## config.mk

```make
export PLATFORM = sky130hd
export DESIGN_NAME = line_refill_writer
export DESIGN_NICKNAME = d
export VERILOG_FILES = /design/src/rtl/line_refill_pkg.sv /design/src/rtl/line_refill_writer.sv
export SDC_FILE = /design/constraint.sdc
export NUM_CORES = 1
export LEC_CHECK = 0
export CORE_MARGIN = 3
export CORE_UTILIZATION = 47
export DETAILED_ROUTE_END_ITERATION = 10
export GPL_ROUTABILITY_DRIVEN = 0
export PLACE_DENSITY = 0.84
export SLEW_MARGIN = 40
export SYNTH_ARGS = -nofsm -noshare
export SYNTH_HDL_FRONTEND = slang
export SYNTH_SLANG_ARGS = --single-unit
```

## constraint.sdc

```tcl
create_clock -name clk -period 6 [get_ports clk]
set_clock_uncertainty 0.2 [all_clocks]
set_input_delay 1.2 -clock clk [delete_from_list [all_inputs] [get_ports clk]]
set_output_delay 1.2 -clock clk [all_outputs]
set_load 0.005 [all_outputs]
```

## src/rtl/line_refill_pkg.sv

```systemverilog
`default_nettype none
// ============================================================================
// Module  : line_refill_pkg
// Purpose : Shared types and helpers for the line refill writer and the
//           RAM instance it feeds.
//           - lrw_state_t   : refill FSM state encoding
//           - lrw_line_addr : RAM word address from line index and offset
//           - LRW_*         : default geometry shared with the RAM instance
// Revision: 1.0 - initial release
// ============================================================================
package line_refill_pkg;

   localparam int LRW_DATA_WIDTH = 32;
   localparam int LRW_RAM_SIZE   = 1024;
   localparam int LRW_LINE_WORDS = 8;

   typedef enum logic [1:0] {
      S_IDLE  = 2'd0,
      S_FILL  = 2'd1,
      S_FLUSH = 2'd2,
      S_DONE  = 2'd3
   } lrw_state_t;

   // Word address = {idx, offset}. Callers truncate the result to their
   // address width; the offset never exceeds off_w bits, so the OR is a
   // plain concatenation.
   function automatic logic [31:0] lrw_line_addr(input logic [31:0] idx,
                                                 input logic [31:0] off,
                                                 input int          off_w);
      return (idx << off_w) | off;
   endfunction

endpackage
`default_nettype wire

```

## src/rtl/line_refill_writer.sv

```systemverilog
`default_nettype none
// ============================================================================
// Module  : line_refill_writer
// Purpose : Accepts one line-refill request, then LINE_WORDS data beats, and
//           drives the RAM write port one word per accepted beat. done_o
//           pulses only after the last word has been committed, so the wide
//           read side never observes a half-filled line.
// Ports   : clk, rst (async, active-high)
//           req_valid_i / req_ready_o / req_idx_i / req_off_i : request
//           beat_valid_i / beat_ready_o / beat_data_i / beat_last_i : data
//           ram_addr_o / ram_we_o / ram_wdata_o : RAM write port
//           done_o : line complete pulse, err_o : beat_last violation pulse
// Options : LINE_REFILL_CRITICAL_WORD_FIRST_EN - start the fill at req_off_i
//           and wrap within the line (otherwise always start at offset 0;
//           req_off_i stays on the interface in both builds).
// Revision: 1.0 - initial release
// ============================================================================
module line_refill_writer
   import line_refill_pkg::*;
#(
   parameter int DATA_WIDTH = LRW_DATA_WIDTH,
   parameter int RAM_SIZE   = LRW_RAM_SIZE,
   parameter int LINE_WORDS = LRW_LINE_WORDS,
   parameter int IDX_W      = $clog2(RAM_SIZE / LINE_WORDS),
   parameter int OFF_W      = $clog2(LINE_WORDS)
) (
   input  logic                        clk,
   input  logic                        rst,
   input  logic                        req_valid_i,
   output logic                        req_ready_o,
   input  logic [IDX_W-1:0]            req_idx_i,
   input  logic [OFF_W-1:0]            req_off_i,
   input  logic                        beat_valid_i,
   output logic                        beat_ready_o,
   input  logic [DATA_WIDTH-1:0]       beat_data_i,
   input  logic                        beat_last_i,
   output logic [$clog2(RAM_SIZE)-1:0] ram_addr_o,
   output logic                        ram_we_o,
   output logic [DATA_WIDTH-1:0]       ram_wdata_o,
   output logic                        done_o,
   output logic                        err_o
);

   localparam int ADDR_W = $clog2(RAM_SIZE);

   lrw_state_t             r_state;
   logic [IDX_W-1:0]       r_idx;
   logic [OFF_W-1:0]       r_off;
   logic [OFF_W-1:0]       r_cnt;
   logic                   r_req_ready;
   logic                   r_beat_ready;
   logic                   r_we;
   logic [ADDR_W-1:0]      r_addr;
   logic [DATA_WIDTH-1:0]  r_wdata;
   logic                   r_done;
   logic                   r_err;

   logic                   w_req_acc;
   logic                   w_beat_acc;
   logic                   w_cnt_full;
   logic                   w_final;
   logic [OFF_W-1:0]       w_start_off;
   logic [ADDR_W-1:0]      w_wr_addr;

`ifdef LINE_REFILL_CRITICAL_WORD_FIRST_EN
   assign w_start_off = req_off_i;
`else
   // Offset port is kept for interface compatibility but has no effect.
   logic w_unused_off;
   assign w_unused_off = ^req_off_i;
   assign w_start_off  = '0;
`endif

   // r_req_ready / r_beat_ready are only ever set in IDLE / FILL, so the
   // handshakes need no additional state qualification.
   assign w_req_acc  = req_valid_i & r_req_ready;
   assign w_beat_acc = beat_valid_i & r_beat_ready;
   assign w_cnt_full = (r_cnt == OFF_W'(LINE_WORDS - 1));
   assign w_final    = beat_last_i | w_cnt_full;
   assign w_wr_addr  = ADDR_W'(lrw_line_addr(32'(r_idx), 32'(r_off), OFF_W));

   always_ff @(posedge clk or posedge rst) begin
      if (rst) begin
         r_state      <= S_IDLE;
         r_idx        <= '0;
         r_off        <= '0;
         r_cnt        <= '0;
         r_req_ready  <= 1'b0;
         r_beat_ready <= 1'b0;
         r_we         <= 1'b0;
         r_addr       <= '0;
         r_wdata      <= '0;
         r_done       <= 1'b0;
         r_err        <= 1'b0;
      end else begin
         case (r_state)
            S_IDLE: begin
               r_we        <= 1'b0;
               r_done      <= 1'b0;
               r_err       <= 1'b0;
               // Comes up not-ready straight out of reset, ready one cycle
               // later; a request can only be taken once ready is visible.
               r_req_ready <= 1'b1;
               if (w_req_acc) begin
                  r_req_ready  <= 1'b0;
                  r_beat_ready <= 1'b1;
                  r_idx        <= req_idx_i;
                  r_off        <= w_start_off;
                  r_cnt        <= '0;
                  r_state      <= S_FILL;
               end
            end

            S_FILL: begin
               r_we <= w_beat_acc;
               if (w_beat_acc) begin
                  r_addr  <= w_wr_addr;
                  r_wdata <= beat_data_i;
                  // Natural wrap of the OFF_W-bit offset keeps the fill
                  // inside the current line.
                  r_off   <= r_off + 1'b1;
                  r_cnt   <= r_cnt + 1'b1;
                  if (w_final) begin
                     r_beat_ready <= 1'b0;
                     // Exactly one of "last flagged" / "line full" is a
                     // protocol violation: early last or missing last.
                     r_err        <= beat_last_i ^ w_cnt_full;
                     r_state      <= S_FLUSH;
                  end
               end
            end

            S_FLUSH: begin
               // Final write is on the port this cycle.
               r_we    <= 1'b0;
               r_err   <= 1'b0;
               r_done  <= 1'b1;
               r_state <= S_DONE;
            end

            S_DONE: begin
               r_done      <= 1'b0;
               r_req_ready <= 1'b1;
               r_state     <= S_IDLE;
            end

            default: begin
               r_req_ready  <= 1'b0;
               r_beat_ready <= 1'b0;
               r_we         <= 1'b0;
               r_done       <= 1'b0;
               r_err        <= 1'b0;
               r_state      <= S_IDLE;
            end
         endcase
      end
   end

   assign req_ready_o  = r_req_ready;
   assign beat_ready_o = r_beat_ready;
   assign ram_addr_o   = r_addr;
   assign ram_we_o     = r_we;
   assign ram_wdata_o  = r_wdata;
   assign done_o       = r_done;
   assign err_o        = r_err;

endmodule
`default_nettype wire

```

Word level (Yosys, flattened, before mapping)
Index checks and enable logic that the tools add are counted.

storage, ports and cells
  bits in read-only memories = 0
  logic and storage cells = 58
  RAM bits = 0
  output and inout bits = 47
  latch bits = 0
  bits in registers = 62
  memories kept = 0
  input port bits = 47

cells by class
  divide/modulo/power cells = 0
  $lt $le $gt $ge = 0
  eq/ne operators = 7
  bitwise operators = 5
  shifts and indexed selects = 0
  $mul = 0
  reductions and logical operators = 13
  muxes and demuxes = 20
  add/subtract/negate cells = 2

operators by type and width
  kind                 count
  $pmux 3 s2           2
  $or 10x3->10         1
  $pmux 1 s2           5
  $mux 3               3
  $reduce_and 3->1     3
  $pmux 2 s4           1
  $reduce_bool 2->1    4
  $add 3x1->3 const B  2
  $mux 1               6
  $mux 2               3
  $ne 2x2->1 const B   3
  $eq 2x2->1 const B   2
  $reduce_and 2->1     2
  $reduce_and 4->1     1
  $reduce_or 2->1      2
  $eq 3x3->1 const B   1
  $and 1x1->1          2
  $eq 2x1->1 const B   1
  $logic_not 2->1      1
  $or 1x1->1           1
  $xor 1x1->1          1

Depth between registers and ports, before layout
Gate-level depths: netlist (run 1).

  word-level depth = 5
  depth in mapped cells = 8

Least setup slack after synthesis (run 1)
OpenSTA, ideal clock, no wires.

  path type = input -> register
  from = input port beat_last_i
  to = register r_state[1]
  cell stages on the path = 5
  arrival time = 2.126 ns
  buffers on the path = 0
  slack = 3.549 ns
  library setup time = 0.125 ns
  path through = inv_1 ha_1 nand3b_1 a21oi_1 mux2_2

between the ends
  word-level cells in the longest chain between the ends = 3

RTL lines
  what                               RTL line                   text
  from (decl)                        line_refill_writer.sv:36   input logic beat_last_i,
  $or 1x1->1                         line_refill_writer.sv:79   assign w_final = beat_last_i | w_cnt_full;
  $ne 2x2->1 (no source line)        --
  $reduce_and 3->1 (no source line)  --
  to (signal assigned)               line_refill_writer.sv:84   r_state <= S_IDLE;
  to (signal assigned)               line_refill_writer.sv:110  r_state <= S_FILL;
  to (signal assigned)               line_refill_writer.sv:128  r_state <= S_FLUSH;
  to (decl)                          line_refill_writer.sv:46   lrw_state_t r_state;

No other way between the ends.
A chain may end at the register's enable or synchronous reset.

Worst setup path in the final report (run 1)
  from = input port beat_valid_i
  to = register r_cnt[0]

between the ends
  word-level cells in the longest chain between the ends = 3

RTL lines
  what                               RTL line                   text
  from (decl)                        line_refill_writer.sv:33   input logic beat_valid_i,
  $and 1x1->1                        line_refill_writer.sv:77   assign w_beat_acc = beat_valid_i & r_beat_ready;
  $ne 2x2->1 (no source line)        --
  $reduce_and 3->1 (no source line)  --
  to (signal assigned)               line_refill_writer.sv:122  r_cnt <= r_cnt + 1'b1;
  to (decl)                          line_refill_writer.sv:49   logic [OFF_W-1:0] r_cnt;

No other way between the ends.

==> impl_metrics.tcl, run 1 <==
set metrics [dict create \
    worstMarginPinSlew_ps 541 \
    run_status "complete, no violations" \
    detailroute.via_count 2044 \
    initial_core_util_pct 49.3 \
    area.sequential_um2 1550 \
    worstSetupPathType "input pin to flip-flop" \
    hold_path.startpoint "r_idx[6]$_DFFE_PP0P_" \
    max_freq_mhz 350 \
    crit_path_required_time_ps 6020 \
    avg_wl_per_cell_um 13.5 \
    design.core.area_um2 5170 \
    crit-reg2reg-capture "r_cnt[0]$_DFFE_PP0P_" \
    layout-drive-gt1-share_pct 9.04 \
    fp.dieH_um 79.7 \
    postCtsSetupRepairBufs 0 \
    tritoncts "built" \
    first_global_vias 2090 \
    total_leakage_power_nw 1.89 \
    ctsHoldBuffers 0 \
    die-width_um 79.7 \
    totalWireLength_mm 5.71 \
    post_layout_nonfiller_instances 424 \
    numClockSinks 62 \
    placement_rows 26 \
    r2r_start "r_state[1]$_DFFE_PP0P_" \
    maxSlewHeadroom_pct 63.9 \
    rsz0062_at_grt "false" \
    hpwl_mm 3.94 \
    cts-htree-levels 3 \
    n_fill_cell 357 \
    slowest_delay_ps 630 \
    cellPowerDensity_nw_per_um2 222 \
    cpLargestDelayFamily "buffers and inverters" \
    finalCriticalPeriod_ps 2850 \
    worstHoldPathCells 2 \
    clk-insertion-delay-late_ps 340 \
    cellInternalPower_mw 0.656 \
    footprint_of_the_multi_input_gates_um2 925 \
    netlist_area_um2 2550 \
    cp_cell_sequence "clkdlybuf4s50_1, nand3_4, a21o_1, mux2_2" \
    max_cap_viol_count 0 \
    power.clock.fraction_pct 44.6 \
    globalRoute.totalOverflow 0 \
    setup-tns-final_ps 0 \
    ys.warnings.count 0 \
    cts.root.buffer_cell "clkbuf_8" \
    worst_ir_drop_vdd_mv 0.113 \
    vias_per_cell 4.82 \
    grt_use_total_pct 19.9 \
    path_buf_inv 1 \
    drcViolationCount 0 \
    1st_iter_drt_viols 87 \
    io_buffer_count 90 \
    post_synth.cell_area_avg_um2 9.96 \
    r2r_cells 5 \
    slew_viol_final 0 \
    num_antenna_cells 0 \
    synth_sequential_area_ratio_pct 60.8 \
    cell_type_of_the_slowest_stage_on_the_worst_timing_path "clkdlybuf4s50_1" \
    cts-resized-gates 0 \
    die_area_um2 6340 \
    postSynth.topFlopCell "dfrtp_1" \
    design.portCount 94 \
    critPathCaptureType "flip-flop" \
    drt_pre_antenna_iters 4 \
    synthesis.nets 313 \
    net-switching-power_mw 0.168 \
    synth.ff_latch_count 62 \
    timing.critical_path.arrival_ps 2870 \
    async_flop_share_pct 100 \
    maximum_number_of_pins_on_one_net_before_global_route_repair 63 \
    final_hold_viol_count 0 \
    timing.final.crit_share_pct 47.6 \
    synth.distinct_cells 28 \
    critPathMaxFanout 45 \
    cts_made_buffers 9 \
    clkSlewWorstSetupHoldPaths_ps 60 \
    finish.net_count 406 \
    setup.reg_to_reg.worst_slack_ps 3700 \
    hold_path.class "flip-flop to flip-flop" \
    route.antenna.remaining_nets 0 \
    timing.critical_path.from_type "input pin" \
    grt_pass1_wl_mm 9.55 \
    syn_inst 256 \
    power.sequential.fraction_pct 50.7 \
    final_core_util_pct 71.7 \
    setup_viol 0 \
    swShare_pct 20.3 \
    min_delay_worst_endpoint "ram_addr_o[9]$_DFFE_PP0P_" \
    placed_cells_incl_taps 408 \
    power.share.combinational_pct 4.7 \
    antenna_found_initial 0 \
    layout-area-overhead-vs-synth_pct 45.5 \
    synth_edf_count 0 \
    cts.path.max_buffers 2 \
]
-- synth_stat cells, types with 2 or more instances --
cell,n,area (µm²)
nand2_1,129,484
dfrtp_1,62,1550
mux2_2,11,124
ha_1,10,125
inv_1,7,26.3
buf_4,5,37.5
a21oi_1,3,15.0
a22o_1,3,26.3
clkbuf_1,3,11.3
nor2_1,3,11.3
buf_1,2,7.51
o21ai_0,2,10.0
-- power by group through the flow --
stage	Combinational, mW	Clock (mW)	Sequential, mW
after floorplan	0.00725	0	0.426
after global placement	0.0385	0	0.426
after detailed placement	0.0389	0	0.426
after CTS	0.0393	0.376	0.418
after global routing	0.0424	0.401	0.417
final	0.0387	0.367	0.418
-- cell usage in the layout (no fill, tap or decap), drive strengths merged, types with 2 or more instances in the layout --
master	netlist	routed
clkinv	0	3
clkbuf	3	12
o21ai	2	2
nor2	3	3
a21oi	3	3
buf	7	2
clkdlybuf4s50	0	90
ha	10	10
a22o	3	3
dfrtp	62	62
nand2	129	129
inv	7	7
nand3	2	2
mux2	11	11
-- final cells by class --
type	instances	area share, %
sequential	62	41.8
inverter	7	0.708
timing repair buffer	92	24.8
clock inverter	4	1.21
tap	70	2.36
multi-input combinational	177	24.9
clock buffer	12	4.18
-- metrics by stage --
stage / setup WS, ps / instance area, µm² / power (mW) / hold WS [ps]
global route: 3040 / 3710 / 0.861 / 275
CTS: 2970 / 3700 / 0.833 / 267
finish: 3150 / 3710 / 0.824 / 265
floorplan: 3060 / 2550 / 0.433 / 233
global placement: 2440 / 3500 / 0.464 / 240
detailed placement: 2610 / 3500 / 0.465 / 252
-- worst reg2reg max path: stages (launching register included) --
cell	delay, ps
dfrtp_1	430
inv_1	120
ha_1	360
nand3_4	450
a21o_1	350
mux2_2	270
-- per-layer routing --
layer | track usage [%] | part of all wire, % | vias to the layer above | wire length (µm)
met1 | 23.2 | 43 | 961 | 2430
met4 | 10.5 | 2.4 | 0 | 138
met3 | 7.34 | 7.9 | 14 | 453
met5 | 0 | 0 | - | 0
li1 | - | - | 996 | -
met2 | 32.1 | 47 | 73 | 2680
-- registers in the layout (all words and copies together), names as in the netlist --
signal	cells
ram_addr_o	10
r_cnt	3
beat_ready_o	1
done_o	1
err_o	1
r_off	3
ram_we_o	1
req_ready_o	1
r_state	2
r_idx	7
ram_wdata_o	32
-- worst max path at each step --
stage,from,endpoint,slack [ps],depth (start not counted)
floorplan,rst,beat_ready_o$_DFFE_PP0P_,3060,1
global placement,beat_valid_i,r_cnt[0]$_DFFE_PP0P_,2440,4
detailed placement,beat_valid_i,ram_wdata_o[9]$_DFFE_PP0P_,2610,5
CTS,beat_valid_i,ram_wdata_o[9]$_DFFE_PP0P_,2970,5
global route,beat_valid_i,r_cnt[0]$_DFFE_PP0P_,3040,4
finish,beat_valid_i,r_cnt[0]$_DFFE_PP0P_,3150,4
-- cells by family (layout without fill, tap and decap cells) --
family	Yosys count	in the layout	share of synthesized area, %
AND/OR/NAND/NOR	140	140	21.5
buffers and inverters	17	115	3.24
flip-flops	62	62	60.8
adder cells (fa/ha/maj)	10	10	4.91
multiplexers	12	12	5.25
AO/OA/AOI/OAI	15	15	4.27
Power figures use the tool's default switching activity.
==> run 2, diff against run 1 <==
- CORE_UTILIZATION: 47 -> 44
- PLACE_DENSITY: 0.84 -> 0.79
- clock period: 6 -> 2.7 ns (I/O delays scaled with it)
==> run 2 against run 1 <==
  * Global-route usage fell by 2.4 points
  * Sequential share of layout area is 0.43 points lower
  * Core utilization shrank 4.5 points
  * Count of clock-buffer cells in the layout shrank 1
  * Critical path depth shrank 3
  * Routed wire length decreased by 1.6%
  * Sequential cell count unchanged
  * First-iteration DRC count up 2.3%
==> impl_metrics.tcl, run 2 (synthesis gave the netlist of run 1 again) <==
set metrics [dict create \
    total_leakage_power_nw 1.92 \
    cts.root.buffer_cell "clkbuf_8" \
    avg_wl_per_cell_um 13.2 \
    post_layout_nonfiller_instances 427 \
    rsz0062_at_grt "false" \
    cellPowerDensity_nw_per_um2 509 \
    layout-drive-gt1-share_pct 9.30 \
    critPathMaxFanout 7 \
    numClockSinks 62 \
    max_freq_mhz 477 \
    setup_viol 0 \
    largest_register_ffs 32 \
    critPathCaptureType "output port" \
    die_area_um2 6740 \
    finish.net_count 408 \
    crit_path_required_time_ps 1960 \
    maximum_number_of_pins_on_one_net_before_global_route_repair 47 \
    place_worst_setup_slack_ps 366 \
    timing.final.crit_share_pct 77.7 \
    max_cap_viol_count 0 \
    antenna_found_initial 0 \
    maxSlewHeadroom_pct 70.9 \
    setup-tns-final_ps 0 \
    mostFrequentLayoutCell "nand2_1" \
    path_buf_inv 1 \
    cts-htree-levels 3 \
    cts-resized-gates 0 \
    detailroute.via_count 2026 \
    hpwl_mm 4.07 \
    detailed_place.area_um2 3530 \
    final_hold_viol_count 0 \
    globalRoute.totalOverflow 0 \
    io_buffer_count 90 \
    clkSlewWorstSetupHoldPaths_ps 70 \
    fp.dieH_um 82.1 \
    grt_pass1_wl_mm 8.85 \
    cell_type_of_the_slowest_stage_on_the_worst_timing_path "clkdlybuf4s50_1" \
    finalCriticalPeriod_ps 2100 \
    cts_made_buffers 9 \
    drt_pre_antenna_iters 4 \
    design.portCount 94 \
    num_antenna_cells 0 \
    clk-insertion-delay-late_ps 310 \
    fin_ws_ps 602 \
    final_core_util_pct 67.3 \
    first_global_vias 1955 \
    vias_per_cell 4.74 \
    run_status "complete, no violations" \
    grt_use_total_pct 17.6 \
    timing.critical_path.arrival_ps 1360 \
    layout_common_cells "129 x nand2_1, 90 x clkdlybuf4s50_1, 62 x dfrtp_1, 11 x mux2_2, 11 x clkbuf_8" \
    postCtsSetupRepairBufs 0 \
    cp_cell_sequence "clkdlybuf4s50_1" \
    worstSetupPathType "flip-flop to output port" \
    1st_iter_drt_viols 89 \
    fin_area_um2 3750 \
    route.antenna.remaining_nets 0 \
    slowest_delay_ps 560 \
    slew_viol_final 0 \
    design_power_total_mw 1.91 \
    hold_slack_ps 262 \
    die-width_um 82.1 \
    cpLargestDelayFamily "buffers and inverters" \
    placed_cells_incl_taps 412 \
    timing.critical_path.from_type "flip-flop" \
    layout-area-overhead-vs-synth_pct 47.0 \
    cts.path.max_buffers 2 \
    placement_rows 27 \
    totalWireLength_mm 5.62 \
    drcViolationCount 0 \
    worst_ir_drop_vdd_mv 0.340 \
    design.core.area_um2 5570 \
    tritoncts "built" \
    ctsHoldBuffers 0 \
    initial_core_util_pct 45.7 \
    hold_path.class "flip-flop to flip-flop" \
    worstMarginPinSlew_ps 435 \
]
## run 2: metal layers
layer  wire [µm]  track usage [%]  vias up
li1            -                -     1000
met1        2410             20.1      956
met2        2790             30.7       62
met3         363             4.77        8
met4          59             7.81        0
met5           0                0        -
## run 2: where the power goes
group,switching [mW],internal (mW)
Combinational,0.0290,0.0586
Sequential,0,0.929
Clock,0.329,0.562
## run 2: path summary, 6_finish.rpt
check                                    startpoint  slack, ps  cells past startpoint                        end
max in group asynchronous                       rst       1400                      3          err_o$_DFFE_PP0P_
max reg2reg                    r_cnt[0]$_DFFE_PP0P_        750                      7     r_state[1]$_DFFE_PP0P_
min reg2reg                    r_idx[4]$_DFFE_PP0P_        260                      2  ram_addr_o[7]$_DFFE_PP0P_
min                            r_idx[4]$_DFFE_PP0P_        260                      2  ram_addr_o[7]$_DFFE_PP0P_
max                        beat_ready_o$_DFFE_PP0P_        600                      1               beat_ready_o
min in group asynchronous                       rst        340                      2  ram_addr_o[6]$_DFFE_PP0P_
## run 2: area by class of cell
| class | count | area (µm²) |
|---|---|---|
| tap | 72 | 90.1 |
| clock buffer | 11 | 151 |
| clock inverter | 4 | 70.1 |
| multi-input combinational | 177 | 916 |
| fill | 444 | 1830 |
| timing repair buffer | 94 | 943 |
| sequential | 62 | 1550 |
| inverter | 7 | 26.3 |
